===== src/rtl/alu_pkg.sv =====
// Shared types for the arbitrated ADD/SUB/MUL unit: operator and FSM encodings plus the
// holding-register layout.
package alu_pkg;

    // Upper bounds that size the holding register; instances use the low W / ID bits.
    localparam int unsigned W_MAX    = 64;
    localparam int unsigned ID_W_MAX = 3;

    typedef enum logic [1:0] {
        ADD = 2'b00,
        SUB = 2'b01,
        MUL = 2'b10
    } operator_t;

    typedef enum logic [1:0] {
        IDLE = 2'b00,
        EXEC = 2'b01,
        RESP = 2'b10
    } state_t;

    typedef struct packed {
        operator_t             op;
        logic [W_MAX-1:0]      a;
        logic [W_MAX-1:0]      b;
        logic [W_MAX-1:0]      z;
        logic [ID_W_MAX-1:0]   id;
    } opcode_t;

endpackage


===== src/rtl/alu_arbiter_if.sv =====
// Request/response bundle between NREQ requesters (master) and the shared ALU arbiter (slave).
interface alu_arbiter_if #(
    parameter int unsigned NREQ = 4,
    parameter int unsigned W    = 32
);
    localparam int unsigned ID_W = (NREQ > 1) ? $clog2(NREQ) : 1;

    logic [NREQ-1:0]         req_valid;
    logic [NREQ-1:0]         req_ready;
    logic [NREQ-1:0][1:0]    req_op;
    logic [NREQ-1:0][W-1:0]  req_a;
    logic [NREQ-1:0][W-1:0]  req_b;
    logic                    rsp_valid;
    logic                    rsp_ready;
    logic [ID_W-1:0]         rsp_id;
    logic [W-1:0]            rsp_z;

    modport master (
        output req_valid, req_op, req_a, req_b, rsp_ready,
        input  req_ready, rsp_valid, rsp_id, rsp_z
    );

    modport slave (
        input  req_valid, req_op, req_a, req_b, rsp_ready,
        output req_ready, rsp_valid, rsp_id, rsp_z
    );

endinterface


===== src/rtl/alu_core.sv =====
// Purely combinational arithmetic unit; results wrap modulo 2^W, unknown op yields zero.
module alu_core
    import alu_pkg::*;
#(
    parameter int unsigned W = 32
) (
    input  operator_t      op,
    input  logic [W-1:0]   a,
    input  logic [W-1:0]   b,
    output logic [W-1:0]   z
);

    always_comb begin
        z = '0;
        case (op)
            ADD:     z = a + b;
            SUB:     z = a - b;
            MUL:     z = a * b;
            default: z = '0;
        endcase
    end

endmodule


===== src/rtl/alu_arbiter.sv =====
// Round-robin arbiter sharing one alu_core among NREQ requesters; one op in flight at a time,
// result returned tagged with the requester index over a valid/ready channel.
module alu_arbiter
    import alu_pkg::*;
#(
    parameter int unsigned NREQ    = 4,   // 2..8
    parameter int unsigned W       = 32,  // <= W_MAX
    parameter int unsigned MUL_LAT = 3    // >= 1
) (
    input  logic           clk,
    input  logic           rst,
    alu_arbiter_if.slave   bus
);

    localparam int unsigned ID_W  = (NREQ > 1) ? $clog2(NREQ) : 1;
    localparam int unsigned CNT_W = $clog2(MUL_LAT + 1);

    state_t              state_q;
    logic [ID_W-1:0]     last_grant_q;
    logic [CNT_W-1:0]    cnt_q;
    opcode_t             hold_q;
    logic                rsp_valid_q;
    logic [ID_W-1:0]     rsp_id_q;

    logic                gnt_found;
    logic [ID_W-1:0]     gnt_idx;
    logic [W-1:0]        core_z;

    // Search upward from the requester after the last grant, wrapping at NREQ.
    always_comb begin
        gnt_found = 1'b0;
        gnt_idx   = last_grant_q;
        for (int unsigned k = 1; k <= NREQ; k++) begin
            logic [ID_W-1:0] cand;
            cand = ID_W'((32'(last_grant_q) + k) % NREQ);
            if (!gnt_found && bus.req_valid[cand]) begin
                gnt_found = 1'b1;
                gnt_idx   = cand;
            end
        end
    end

    always_comb begin
        bus.req_ready = '0;
        if (state_q == IDLE && gnt_found) begin
            bus.req_ready[gnt_idx] = 1'b1;
        end
    end

    alu_core #(
        .W (W)
    ) u_core (
        .op (hold_q.op),
        .a  (hold_q.a[W-1:0]),
        .b  (hold_q.b[W-1:0]),
        .z  (core_z)
    );

    always_ff @(posedge clk) begin
        if (rst) begin
            state_q      <= IDLE;
            last_grant_q <= ID_W'(NREQ - 1);
            cnt_q        <= '0;
            hold_q       <= '0;
            rsp_valid_q  <= 1'b0;
            rsp_id_q     <= '0;
        end else begin
            unique case (state_q)
                IDLE: begin
                    if (gnt_found) begin
                        hold_q.op    <= operator_t'(bus.req_op[gnt_idx]);
                        hold_q.a     <= W_MAX'(bus.req_a[gnt_idx]);
                        hold_q.b     <= W_MAX'(bus.req_b[gnt_idx]);
                        hold_q.id    <= ID_W_MAX'(gnt_idx);
                        last_grant_q <= gnt_idx;
                        cnt_q        <= (operator_t'(bus.req_op[gnt_idx]) == MUL) ?
                                        CNT_W'(MUL_LAT) : CNT_W'(1);
                        state_q      <= EXEC;
                    end
                end
                EXEC: begin
                    if (cnt_q == CNT_W'(1)) begin
                        hold_q.z    <= W_MAX'(core_z);
                        rsp_id_q    <= ID_W'(hold_q.id);
                        rsp_valid_q <= 1'b1;
                        state_q     <= RESP;
                    end else begin
                        cnt_q <= cnt_q - CNT_W'(1);
                    end
                end
                RESP: begin
                    if (bus.rsp_ready) begin
                        rsp_valid_q <= 1'b0;
                        state_q     <= IDLE;
                    end
                end
                default: state_q <= IDLE;
            endcase
        end
    end

    assign bus.rsp_valid = rsp_valid_q;
    assign bus.rsp_id    = rsp_id_q;
    assign bus.rsp_z     = hold_q.z[W-1:0];

    // Holding register is sized for the widest configuration; upper bits are don't-care.
    logic unused_hold;
    assign unused_hold = ^{hold_q.a, hold_q.b, hold_q.z, hold_q.id};

endmodule


===== src/flat_wrapper.sv =====
// flat-port wrapper written by rule: the top's interface ports become plain ports
module alu_arbiter_flat import alu_pkg::*;
#(
    parameter int unsigned NREQ    = 4,          
    parameter int unsigned W       = 32,             
    parameter int unsigned MUL_LAT = 3           
)
  (clk, rst, bus_req_valid, bus_req_op, bus_req_a, bus_req_b, bus_rsp_ready, bus_req_ready, bus_rsp_valid, bus_rsp_id, bus_rsp_z);
  alu_arbiter_if #(.NREQ(NREQ), .W(W)) bus_i ();
  input  logic clk;
  input  logic rst;
  input wire logic [$bits(bus_i.req_valid)-1:0] bus_req_valid;
  input wire logic [$bits(bus_i.req_op)-1:0] bus_req_op;
  input wire logic [$bits(bus_i.req_a)-1:0] bus_req_a;
  input wire logic [$bits(bus_i.req_b)-1:0] bus_req_b;
  input wire logic [$bits(bus_i.rsp_ready)-1:0] bus_rsp_ready;
  output wire logic [$bits(bus_i.req_ready)-1:0] bus_req_ready;
  output wire logic [$bits(bus_i.rsp_valid)-1:0] bus_rsp_valid;
  output wire logic [$bits(bus_i.rsp_id)-1:0] bus_rsp_id;
  output wire logic [$bits(bus_i.rsp_z)-1:0] bus_rsp_z;
  assign bus_i.req_valid = bus_req_valid;
  assign bus_i.req_op = bus_req_op;
  assign bus_i.req_a = bus_req_a;
  assign bus_i.req_b = bus_req_b;
  assign bus_i.rsp_ready = bus_rsp_ready;
  assign bus_req_ready = bus_i.req_ready;
  assign bus_rsp_valid = bus_i.rsp_valid;
  assign bus_rsp_id = bus_i.rsp_id;
  assign bus_rsp_z = bus_i.rsp_z;
  alu_arbiter #(.NREQ(NREQ), .W(W), .MUL_LAT(MUL_LAT)) u_core (.clk(clk), .rst(rst), .bus(bus_i));
endmodule

===== config.mk =====
export PLATFORM = sky130hd
export DESIGN_NAME = alu_arbiter_flat
export DESIGN_NICKNAME = d
export VERILOG_FILES = /design/src/rtl/alu_pkg.sv /design/src/rtl/alu_arbiter_if.sv /design/src/rtl/alu_core.sv /design/src/rtl/alu_arbiter.sv /design/src/flat_wrapper.sv
export SDC_FILE = /design/constraint.sdc
export NUM_CORES = 2
export LEC_CHECK = 0
export CAP_MARGIN = 10
export CORE_MARGIN = 2
export CORE_UTILIZATION = 40
export DETAILED_ROUTE_END_ITERATION = 10
export GPL_TIMING_DRIVEN = 0
export SLEW_MARGIN = 20
export SYNTH_ARGS = -nofsm -noshare
export SYNTH_HDL_FRONTEND = slang
export SYNTH_SLANG_ARGS = --single-unit
export TNS_END_PERCENT = 1

===== constraint.sdc =====
create_clock -name clk -period 8.83 [get_ports clk]
set_input_delay 1.766 -clock clk [delete_from_list [all_inputs] [get_ports clk]]
set_output_delay 1.766 -clock clk [all_outputs]
set_load 0.005 [all_outputs]

==> results.md <==
- Hold path endpoint: u_core.bus.rsp_id[0]
- Max-cap violation count: 0
- Starting Density: 40.2%
- Total number of yosys warnings: 0
- Die height: 250 um
- Fin Clk Skew: 19.3 ps
- Synthesized area per cell: 8.29 sq um
- CP arrival: 8960 ps
- Initial antenna violation count: 3
- EDFF count, synth: 0
- DRC: 0
- Die area: 62500 sq um
- Post-synth ARST share: 0%
- Die W: 250 um
- Setup Viol. Count Final: 0
- Postcts setup bufs: 0
- Cells after Synth: 2921
- Power per cell area: 259 nW/um^2
- Top cell type's share of synthesized area: 33.8%
- Via count: 22103
- CTS Hold Buffers Added: 0
- Crit-path cells: clkbuf_1, clkbuf_2, nand2_1, fa_1, inv_1, fa_1, fa_1, inv_1, fa_1, inv_1, ha_1, ha_1, fa_1, fa_1, ha_1, and4_1, o211ai_1, a31oi_1, a21boi_0, o21bai_1, xor2_1, a211oi_1, a211oi_1
- Reg clk slew, reported paths: 90 ps
- Maximum VDD drop: 220 uV
- Buffers added on ports: 308
- Final Max Tran Viols: 0
- Hold path start: u_core.bus.rsp_id[0]
- CTS max path bufs: 2
- Min-Delay Path Depth: 2
- CTS-repair resized insts: 2
- Fill cell count: 6022
- Family with the most delay on the worst path: adder cells
- TritonCTS clock tree: built
- Seq. cell area: 2180 sq um
- Placeable Area: 60100 sq um
- Ys flop type: dfxtp_1
- Remaining antenna violation count: 0
- Layout cells sized above 1: 2.37%
- Measured slew at the worst slew-check pin: 1180 ps
- Mapped cell area: 24200 sq um
- Hold Slack: 467 ps
- FF-to-FF path depth: 23
- Tmin final: 8650 ps
- Worst Path Required: 9140 ps
- Number of DRC markers in iteration 0: 1699
- First-pass GRT wire length: 148000 um
- GRT Total Usage: 32.0%
- Clock root cell: clkbuf_16
- Worst setup margin: 175 ps
- Post-Route WL: 99400 um
- Synth Register Bits: 109
- H-tree levels: 3
- Syn_nets: 3758
- Cell mode on critical path: fa_1
- Max-slew headroom: 21.1%
- Cts bufs inserted: 9
- Largest net degree at the start of global routing: 24
- Reg2reg start: u_core.hold_q[134]
- Fmax: 116 MHz
- Final HPWL DP: 84000 um
- WL/cell: 24.7 um
- Final nets: 4077
- Grt ovf: 0
- Crit path kind: register to register
- Placed cell areas: 28300 sq um
- Pre-CTS WS: -4.77 ps
- Bufs and invs on worst path: 5
- Register area share after synthesis: 9.02%
- Setup TNS: 0 ps
- Hold Vio Cnt, Final: 0
- Worst flop-to-flop path endpoint: u_core.bus.rsp_z[25]
- TritonRoute pass-1 iters: 7
- Number of global-route vias before repair: 23310
- Critical Path Start Type: register
- Unrepaired setup endpoints after global routing: false
- Count of cell types in the netlist: 71
- Slowest cell on crit path: clkbuf_1
- CP max FO: 10
- Reg2Reg Setup Slack: 180 ps
- Worst-Skew Late Latency: 390 ps
- Final GP Congestion: 1.03
- CP endpoint kind: register
- Max stage delay on crit path: 870 ps
- Top cells by area, synth: fa_1 34%, and2_1 9.6%, dfxtp_1 9.0%, ha_1 8.1%, nand2_1 6.2%
- Cell taking the most area after synthesis: fa_1
- Fin area: 28600 sq um
- Worst Hold Class: register to register
- Final worst path period share: 98.0%
- Tot Pwr: 0.00739 W
- Vias/cell: 5.49
- I/O pin count: 310
- Leakage: 12.8 nW
- Cell Rows: 90
- Area of the multi-input gates: 19500 sq um
- Total clock sinks: 109
- Area Growth Syn to Fin: 18.2%
- Status: completed
==> area by class of cell <==
type                            instances  area share (%)
Antenna cell                            2          0.0175
Buffer                                230            3.54
Clock buffer                            9           0.787
Clock inverter                          7           0.328
Inverter                              401            5.26
Multi-Input combinational cell       2181            68.2
Sequential cell                       109            7.63
Tap cell                              782            3.42
Timing Repair Buffer                  308            10.8
==> Yosys cell counts (4+ instances only) <==
cell type,number
dfxtp_1,109
nor3_1,21
a21o_1,22
o21a_1,15
nor2b_1,6
xor2_1,44
o21ai_0,50
clkbuf_1,185
nand2_1,402
a21oi_1,119
a311oi_1,68
a211oi_1,90
a22oi_1,5
inv_1,400
o31a_1,4
and2_0,4
a221oi_1,4
a31oi_1,14
o31ai_1,7
and2_1,373
nor2_1,149
nor4_1,6
fa_1,409
xnor2_1,85
nand3_1,14
and4_1,4
o221ai_1,9
ha_1,157
o21bai_1,4
buf_1,10
mux2i_1,5
nand2b_1,17
buf_4,32
o211ai_1,4
and3_1,11
==> per-stage QoR <==
stage,instances,utilization (%)
detailed placement,4011,47.0
global placement,4011,47.0
CTS,4027,47.5
floorplan,2921,-
global route,4027,47.6
finish,4029,47.6
==> layout by cell type (no fill, tap or decap), drive strengths merged, types with 22 or more instances in the layout <==
master,count
a211oi,90
a21o,22
a21oi,119
a311oi,68
and2,377
buf,45
clkbuf,194
clkdlybuf4s50,308
dfxtp,109
fa,409
ha,157
inv,404
nand2,403
nor2,149
o21ai,53
xnor2,85
xor2,44
==> layer usage <==
metal  vias up  part of all wire (%)  global-route usage, %
met5         -                0.0091                      0
met4         2                   4.0                   11.8
met3       158                   6.8                   4.07
met2       896                    49                   56.2
met1     11160                    40                   40.1
li1       9887                     -                      -
==> cells by family after synthesis <==
group | synth area share [%]
compound gates | 12.7
mux | 0.207
simple gates | 21.1
flops | 9.02
fa+ha+maj | 41.9
buf+inv | 10.3
xor+xnor | 4.67
==> worst max path at each step <==
stage                  startpoint              endpoint  slack [ps]  depth (start not counted)
2_1_floorplan   u_core.hold_q[73]  u_core.bus.rsp_z[30]        1640                         25
3_3_place_gp   u_core.hold_q[136]  u_core.bus.rsp_z[30]         -90                         27
3_5_place_dp   u_core.hold_q[134]  u_core.bus.rsp_z[25]          -5                         23
4_1_cts        u_core.hold_q[136]  u_core.bus.rsp_z[30]          30                         24
5_1_grt        u_core.hold_q[134]  u_core.bus.rsp_z[25]           9                         23
6_report       u_core.hold_q[134]  u_core.bus.rsp_z[25]         180                         23
==> state kept, by name (all words and copies together) (netlist names) <==
signal                flops
u_core.cnt_q              2
u_core.last_grant_q       2
u_core.bus.rsp_id         2
u_core.bus.rsp_valid      1
u_core.state_q            2
u_core.bus.rsp_z         32
u_core.hold_q            68
==> tightest hold or removal path, cell delays in order, from the launching register on <==
cell and delay (ps):
dfxtp_1 320, nand2_1 50, a21oi_1 50
==> report_power, final <==
part	switching, W	total (W)	internal (W)
clock network	0.000233	0.000440	0.000207
registers	0.000169	0.000749	0.000580
logic	0.00391	0.00621	0.00230
(Power assumes the default switching activity.)
